File: config.mk
export PLATFORM = sky130hd
export DESIGN_NAME = tdm_demux_1to8
export DESIGN_NICKNAME = d
export VERILOG_FILES = /design/src/rtl/tdm_demux_1to8_pkg.sv /design/src/rtl/tdm_demux_1to8_slot_cnt.sv /design/src/rtl/tdm_demux_1to8.sv
export SDC_FILE = /design/constraint.sdc
export NUM_CORES = 1
export LEC_CHECK = 0
export ABC_AREA = 1
export CAP_MARGIN = 10
export CELL_PAD_IN_SITES_DETAIL_PLACEMENT = 1
export CELL_PAD_IN_SITES_GLOBAL_PLACEMENT = 2
export CORE_MARGIN = 2
export CORE_UTILIZATION = 25
export DETAILED_ROUTE_END_ITERATION = 6
export PLACE_DENSITY_LB_ADDON = 0.1
export SLEW_MARGIN = 20
export SYNTH_ARGS = -nofsm -noshare
export SYNTH_HDL_FRONTEND = slang
export SYNTH_SLANG_ARGS = --single-unit
File: constraint.sdc
create_clock -name clk -period 1.65 [get_ports clk]
set_input_delay 0.2475 -clock clk [delete_from_list [all_inputs] [get_ports clk]]
set_output_delay 0.2475 -clock clk [all_outputs]
set_load 0.02 [all_outputs]
File: src/rtl/tdm_demux_1to8_pkg.sv
// Shared types and defaults for the TDM 1:8 demultiplexer.
package tdm_pkg;

    // Default number of slots per frame.
    localparam int NSLOT_DEFAULT = 8;

    // Slot index type for the default frame size.
    typedef logic [$clog2(NSLOT_DEFAULT)-1:0] slot_t;

    // Framing state: HUNT waits for a sync beat, LOCKED tracks slot position.
    typedef enum logic {
        HUNT   = 1'b0,
        LOCKED = 1'b1
    } tdm_state_e;

endpackage

File: src/rtl/tdm_demux_1to8_slot_cnt.sv
// Slot position counter: synchronous clear, load-to-1 for a new slot 0,
// enable-increment that wraps after the last slot, and a last-slot flag.
module tdm_slot_cnt #(
    parameter int NSLOT = 8
) (
    input  logic                     clk,
    input  logic                     clr,
    input  logic                     load1,
    input  logic                     inc,
    output logic [$clog2(NSLOT)-1:0] cnt,
    output logic                     last
);

    localparam int SW = $clog2(NSLOT);
    localparam logic [SW-1:0] LAST_IDX = SW'(NSLOT - 1);

    logic [SW-1:0] cnt_r;

    // Counter register: clear beats load, load beats increment.
    always_ff @(posedge clk) begin
        if (clr) begin
            cnt_r <= {SW{1'b0}};
        end else if (load1) begin
            cnt_r <= SW'(1);
        end else if (inc) begin
            if (cnt_r == LAST_IDX) begin
                cnt_r <= {SW{1'b0}};
            end else begin
                cnt_r <= cnt_r + SW'(1);
            end
        end else begin
            cnt_r <= cnt_r;
        end
    end

    assign cnt  = cnt_r;
    assign last = (cnt_r == LAST_IDX);

endmodule

File: src/rtl/tdm_demux_1to8.sv
// Receive side of an 8:1 TDM link: aligns on the sync marker, gathers one
// bit per valid beat into a shadow word and publishes whole frames on Y.
module tdm_demux_1to8
    import tdm_pkg::*;
#(
    parameter int NSLOT       = NSLOT_DEFAULT,
    parameter bit STRICT_SYNC = 1'b1
) (
    input  logic                     clk,
    input  logic                     rst,
    input  logic                     din,
    input  logic                     din_valid,
    input  logic                     sync,
    output logic [NSLOT-1:0]         Y,
    output logic                     frame_valid,
    output logic [$clog2(NSLOT)-1:0] slot,
    output logic                     locked,
    output logic                     sync_err
);

    localparam int SW = $clog2(NSLOT);

    tdm_state_e     state_r;
    logic [NSLOT-1:0] shadow_r;
    logic [NSLOT-1:0] y_r;
    logic           fv_r;
    logic           err_r;
    logic           locked_r;

    logic [SW-1:0]  cnt_s;
    logic           last_s;
    logic           load1_s;
    logic           inc_s;
    logic           start_s;
    logic           wr_s;
    logic           done_s;
    logic           err_s;
    logic           go_lock_s;
    logic           go_hunt_s;

    tdm_slot_cnt #(.NSLOT(NSLOT)) u_cnt (
        .clk   (clk),
        .clr   (rst),
        .load1 (load1_s),
        .inc   (inc_s),
        .cnt   (cnt_s),
        .last  (last_s)
    );

    // Beat decode: decide whether this beat starts a frame, fills a slot,
    // is dropped, or flags a framing error.
    always_comb begin
        load1_s   = 1'b0;
        inc_s     = 1'b0;
        start_s   = 1'b0;
        wr_s      = 1'b0;
        done_s    = 1'b0;
        err_s     = 1'b0;
        go_lock_s = 1'b0;
        go_hunt_s = 1'b0;
        if (din_valid) begin
            case (state_r)
                HUNT: begin
                    if (sync) begin
                        load1_s   = 1'b1;
                        start_s   = 1'b1;
                        go_lock_s = 1'b1;
                    end else begin
                        load1_s = 1'b0;
                    end
                end
                LOCKED: begin
                    if (sync && (cnt_s != {SW{1'b0}})) begin
                        // Early sync: throw away the partial frame and realign.
                        err_s   = 1'b1;
                        load1_s = 1'b1;
                        start_s = 1'b1;
                    end else if (!sync && (cnt_s == {SW{1'b0}}) && (STRICT_SYNC == 1'b1)) begin
                        // Missing sync on slot 0: drop the beat and hunt again.
                        err_s     = 1'b1;
                        go_hunt_s = 1'b1;
                    end else begin
                        wr_s   = 1'b1;
                        inc_s  = 1'b1;
                        done_s = last_s;
                    end
                end
                default: begin
                    go_hunt_s = 1'b1;
                end
            endcase
        end else begin
            err_s = 1'b0;
        end
    end

    // Framing FSM, shadow word and registered outputs.
    always_ff @(posedge clk) begin
        if (rst) begin
            state_r  <= HUNT;
            locked_r <= 1'b0;
            shadow_r <= {NSLOT{1'b0}};
            y_r      <= {NSLOT{1'b0}};
            fv_r     <= 1'b0;
            err_r    <= 1'b0;
        end else begin
            fv_r  <= done_s;
            err_r <= err_s;
            if (go_lock_s) begin
                state_r  <= LOCKED;
                locked_r <= 1'b1;
            end else if (go_hunt_s) begin
                state_r  <= HUNT;
                locked_r <= 1'b0;
            end else begin
                state_r  <= state_r;
                locked_r <= locked_r;
            end
            if (start_s) begin
                shadow_r <= {{(NSLOT-1){1'b0}}, din};
            end else if (wr_s) begin
                shadow_r[cnt_s] <= din;
            end else begin
                shadow_r <= shadow_r;
            end
            if (done_s) begin
                y_r <= {din, shadow_r[NSLOT-2:0]};
            end else begin
                y_r <= y_r;
            end
        end
    end

    assign Y           = y_r;
    assign frame_valid = fv_r;
    assign sync_err    = err_r;
    assign locked      = locked_r;
    assign slot        = cnt_s;

endmodule
* Word-level counts from Yosys, hierarchy flattened
Cells that the tools add are included.
** Word-level totals
- Bits in registers :: 22
- Output and inout bits :: 14
- Bits of input ports :: 5
** Cells by class
- Reduce and logical (&&, ||, !) cells :: 10
- Muxes and demuxes :: 29
- Bitwise logic cells :: 2
- $add $sub $neg :: 1
- Equality and inequality tests :: 1
- $lt $le $gt $ge :: 2
** Operators with widths (count)
- two-way mux 1 bit :: 25
- bitwise mux 8 bit :: 1
- less-than comparator 3 x 4 -> 1 bit (second input constant) :: 1
- nonzero test 2 bit :: 2
- adder 3 x 1 -> 3 bit (second input constant) :: 1
- demux 1 bit (select 3 bit) :: 1
- equality test 3 bit (second input constant) :: 1
- greater-or-equal comparator 3 x 1 -> 1 bit (second input constant) :: 1
- logical AND 1 bit :: 3
- logical NOT 3 bit :: 1
- two-way mux 3 bit :: 1
- nonzero test 3 bit :: 1
- OR reduction 3 bit :: 1
- NOT 1 bit :: 2
- one-hot mux 1 bit (2 select lines) :: 1
- OR reduction 2 bit :: 1
- logical NOT 1 bit :: 1

* Depth between registers and ports, before layout
- Depth after elaboration :: 8
- Depth in mapped cells :: 11
- Gate-level depth less buffers :: 11

* Hierarchy
A second synthesis with hierarchy kept.
** Unflattened totals
- Cells, all modules :: 131
- Area total of the unflattened synthesis :: 984.7 µm²
** By module, submodules not included
- tdm_demux_1to8 :: times used 1, area each 834.6 µm², seq. area each 360.3 µm², cells an instance 110
- tdm_slot_cnt :: times used 1, area each 150.1 µm², seq. area each 60.1 µm², cells an instance 21

* Least setup slack after synthesis
OpenSTA, ideal clock, no wires.
- Path kind :: reg2reg
- Start point :: register u_cnt.cnt_r[0], in the netlist u_cnt.cnt[0]
- End point :: register shadow_r[2]
- Slack :: -0.340 ns
- Arrival :: 1.876 ns
- Stages on the path, launching flop included :: 11
- Data required time :: 1.537 ns
- Path through :: dfxtp_1 > inv_1 > ha_1 > nand2_1 > inv_1 > ha_1 > nand3_2 > nor3_1 > nand2_1 > nand2_1 > nor2_1
** On the way
- Cells in the longest elaborated chain, start to end :: 6
- Elaborated cells on any way between the ends :: 18
- Classes of those cells :: order compare: 2; mux: 10; reduce/logical: 6
** Ends and longest elaborated chain
- start: declaration :: RTL line tdm_demux_1to8_slot_cnt.sv:17 : logic [SW-1:0] cnt_r;
- start signal: assignment :: RTL line tdm_demux_1to8_slot_cnt.sv:22 : cnt_r <= {SW{1'b0}};
- start signal: assignment :: RTL line tdm_demux_1to8_slot_cnt.sv:27 : cnt_r <= {SW{1'b0}};
- start signal: assignment :: RTL line tdm_demux_1to8_slot_cnt.sv:29 : cnt_r <= cnt_r + SW'(1);
- parallel branches: the longest is 6 deep, another holds less-than comparator 3 x 4 -> 1 bit
- end signal: assignment :: RTL line tdm_demux_1to8.sv:102 : shadow_r <= {NSLOT{1'b0}};
- end signal: assignment :: RTL line tdm_demux_1to8.sv:120 : shadow_r <= {{(NSLOT-1){1'b0}}, din};
- end signal: indexed assignment :: RTL line tdm_demux_1to8.sv:122 : shadow_r[cnt_s] <= din;
- end: declaration :: RTL line tdm_demux_1to8.sv:24 : logic [NSLOT-1:0] shadow_r;
Parallel ways; which one is timed is not known.
A chain may end at the register's enable or synchronous reset.

* Final worst setup path
- Start point :: register u_cnt.cnt_r[1], in the netlist u_cnt.cnt[1]
- End point :: register shadow_r[4]
The elaborated chain is that of the path after synthesis.

==> run_results.csv <==
group,metric,value,unit
logic_synthesis,synthesis.area,976,um2
timing,fmax,0.624,GHz
drt,drtAntennaViolNets,0,
power,p_leak,0.610,nW
finish,layout-drive-gt1-share,0.250,
min_path,worstHoldStart,"Y[3]$_SDFFE_PP0P_",
drt,avgRoutedWirePerCell,12.0,um
drt,vias,981,
finish,n_fill_cell,466,
power,ir_drop,0.000526,V
die,row_count,22,
worst_setup_path,crit_buf_inv,2,
logic_synthesis,yosysUniqueCellTypes,14,
cts,clkSinkCount,21,
finish,final_util,0.399,
worst_setup_path,reg2reg_to,"shadow_r[4]$_SDFFE_PP0P_",
placed_design,dp_cells,215,
logic_synthesis,postSynthCellCount,133,
drt,dr.pass1.iters,2,
logic_synthesis,yosys_warnings,0,
global_route,overflow,0,
global_route,antenna_found_initial,0,
placed_design,gp_congestion,0.755,
timing,fin_crit,1.60,ns
logic_synthesis,ys_top_cells_by_area,"dfxtp_1 43%, nand2_1 13%, a21oi_1 8.2%",
worst_setup_path,cp-start-kind,"flop",
die,start_util,0.263,
cts,cts_max_level,1,
cts,cts_buffers,3,
worst_setup_path,crit_slowest_cell,"dfxtp_4",
status,status,"complete, no violations",
worst_setup_path,rr_startpoint,"u_cnt.cnt[1]$_SDFFE_PP0P_",
finish,final_nets,184,
worst_setup_path,reg2reg_slack,0.05,ns
worst_setup_path,cp_top_family,"simple AND/OR/NAND/NOR gates",
job,max-cap-violations,0,
cts,clockBufferDepth,2,
power,powerDensity,683,mW/mm2
drt,totalWireLength,2630,um
worst_setup_path,crit_chain,"inv_2, ha_4, nand2_4, inv_4, ha_4, nand3_4, nor2_4, nand3_2, nand2_1, nor2_1",
timing,finalHoldViolCount,0,
cts,clock_latency,0.26,ns
worst_setup_path,cp.arrival,1.76,ns
finish,fin_cells,220,
min_path,hp-class,"reg -> reg",
global_route,grt_use_total,0.132,
timing,rsz0062_at_grt,"true",
worst_setup_path,r2r_cells,10,
timing,relSlewSlack,0.852,
global_route,grt_start_max_net_pins,13,
worst_setup_path,critPathRequiredTime,1.81,ns
die,die_x,66.5,um
worst_setup_path,path_class,"reg -> reg",
drt,remaining_drc_errors,0,
finish,seqCellArea,428,um2
global_route,grt_pass1_vias,1018,
worst_setup_path,critPathMaxStageDelay,0.35,ns
finish,multi_input_area,572,um2
drt,first_iter_violations,55,
die,io_pins,19,
placed_design,port_buffers,18,
logic_synthesis,synth_top_area_frac,0.431,
cts,clkTransAtPathRegs,0.08,ns
timing,setup_viol,0,
die,die_area,0.00442,mm2
logic_synthesis,ys_seq_elements,21,
min_path,hold_depth,2,
drt,via_per_inst,4.46,
die,coreArea,0.00372,mm2
min_path,hold_end,"Y[3]$_SDFFE_PP0P_",
logic_synthesis,syn-num-nets,144,
cts,tritoncts,"built",
timing,finalCritPeriodShare,0.972,
logic_synthesis,synth_area_per_cell,7.34,um2
timing,drv_slew,0,
finish,diodes,0,
worst_setup_path,endpoint_kind,"flop",
timing,finalClockSkew,0.00186,ns
cts,cts_root_buf,"clkbuf_8",
die,chipHeight,66.5,um
placed_design,hpwl,2140,um
finish,syn2layout_area_growth,52.1,%
logic_synthesis,yosysSeqAreaShare,0.431,
logic_synthesis,yosys.area.top_type,"dfxtp_1",
worst_setup_path,crit_fanout,8,
worst_setup_path,cpMostUsedCell,"ha_4",
cts,hold_buffers,0,
global_route,grt_pass1_wl,4460,um
timing,worst_slew_pin_slew,0.221,ns
==> area by class of cell <==
type / count / area share
tap: 48 / 0.0405
sequential: 21 / 0.288
timing repair buffer: 36 / 0.213
clock inverter: 1 / 0.00337
clock buffer: 3 / 0.0278
inverter: 15 / 0.0413
multi-input combinational: 96 / 0.385
==> worst max-delay path by stage <==
stage	startpoint	to	cells after the start	slack (ns)
floorplan	u_cnt.cnt[0]$_SDFFE_PP0P_	shadow_r[6]$_SDFFE_PP0P_	10	0.006
global placement	sync	shadow_r[4]$_SDFFE_PP0P_	8	-0.13
detailed placement	sync	shadow_r[4]$_SDFFE_PP0P_	8	-0.16
CTS	u_cnt.cnt[0]$_SDFFE_PP0P_	shadow_r[4]$_SDFFE_PP0P_	10	0.01
global route	u_cnt.cnt[0]$_SDFFE_PP0P_	shadow_r[4]$_SDFFE_PP0P_	10	-0.06
finish	u_cnt.cnt[1]$_SDFFE_PP0P_	shadow_r[4]$_SDFFE_PP0P_	10	0.05
==> logic make-up (layout without fill, tap and decap cells) <==
group	count (synthesis)	in the layout	synth area share
adder cells (fa/ha/maj)	6	6	0.0769
flip-flops	21	21	0.431
buffers and inverters	16	55	0.0615
AO/OA/AOI/OAI	17	17	0.0872
AND/OR/NAND/NOR	73	73	0.344
==> timing repair <==
item                       4_1_cts  5_1_grt
gates resized for setup          4        8
setup buffers                    0        1
pin swaps                        2        9
setup endpoints to repair        6       19
==> synthesized netlist by cell type (all sizes together) <==
library cell,n
a21oi,16
clkbuf,1
dfxtp,21
ha,6
inv,15
nand2,34
nand3,16
nor2,18
nor3,5
o21ai,1
==> power by group <==
part	internal (W)	switching, W	total (W)	leakage (nW)
Clock	0.000168	0.000167	0.000335	0.0255
Combinational	0.0000720	0.0000898	0.000162	0.414
Sequential	0.000512	0.00000547	0.000517	0.171
==> registers in the layout, indices dropped and copies added (netlist names) <==
signal and count:
locked 1, shadow_r 7, Y 8, frame_valid 1
sync_err 1, u_cnt.cnt 3
==> routing by layer <==
layer  track usage  vias to the layer above  routed length, um
met1         0.167                      463               1240
met2         0.228                       13               1300
met4        0.0230                        0                  0
li1              -                      505                  -
met3        0.0355                        0                 86
met5             0                        -                  0
==> worst min-delay path, stage by stage (launching register included) <==
cell	delay (ns)
dfxtp_1	0.31
nand2_1	0.06
a21oi_1	0.05
==> cell usage in the layout, fill, tap and decap left out, drive strengths merged <==
cell type / synthesis / layout
nand2: 34 / 34
dfxtp: 21 / 21
buf: 0 / 18
nor2: 18 / 18
a21oi: 16 / 16
clkdlybuf4s50: 0 / 16
nand3: 16 / 16
inv: 15 / 15
ha: 6 / 6
nor3: 5 / 5
clkbuf: 1 / 3
o21ai: 1 / 1
clkinv: 0 / 1
dlygate4sd2: 0 / 1
dlymetal6s2s: 0 / 1
==> per-stage QoR <==
| stage | cell area [um2] | total power, W | worst slack (ns) | setup TNS, ns | hold slack, ns |
|---|---|---|---|---|---|
| 2_1_floorplan | 1020 | 0.000610 | 0.00568 | 0 | 0.317 |
| 3_3_place_gp | 1390 | 0.000680 | -0.127 | -1.22 | 0.449 |
| 3_5_place_dp | 1390 | 0.000683 | -0.158 | -2.10 | 0.457 |
| 4_1_cts | 1440 | 0.00103 | 0.0121 | 0 | 0.469 |
| 5_1_grt | 1480 | 0.00107 | -0.0584 | -0.0934 | 0.497 |
| 6_report | 1480 | 0.00101 | 0.0464 | 0 | 0.465 |
Note: power is estimated with default switching activity, not from simulation.
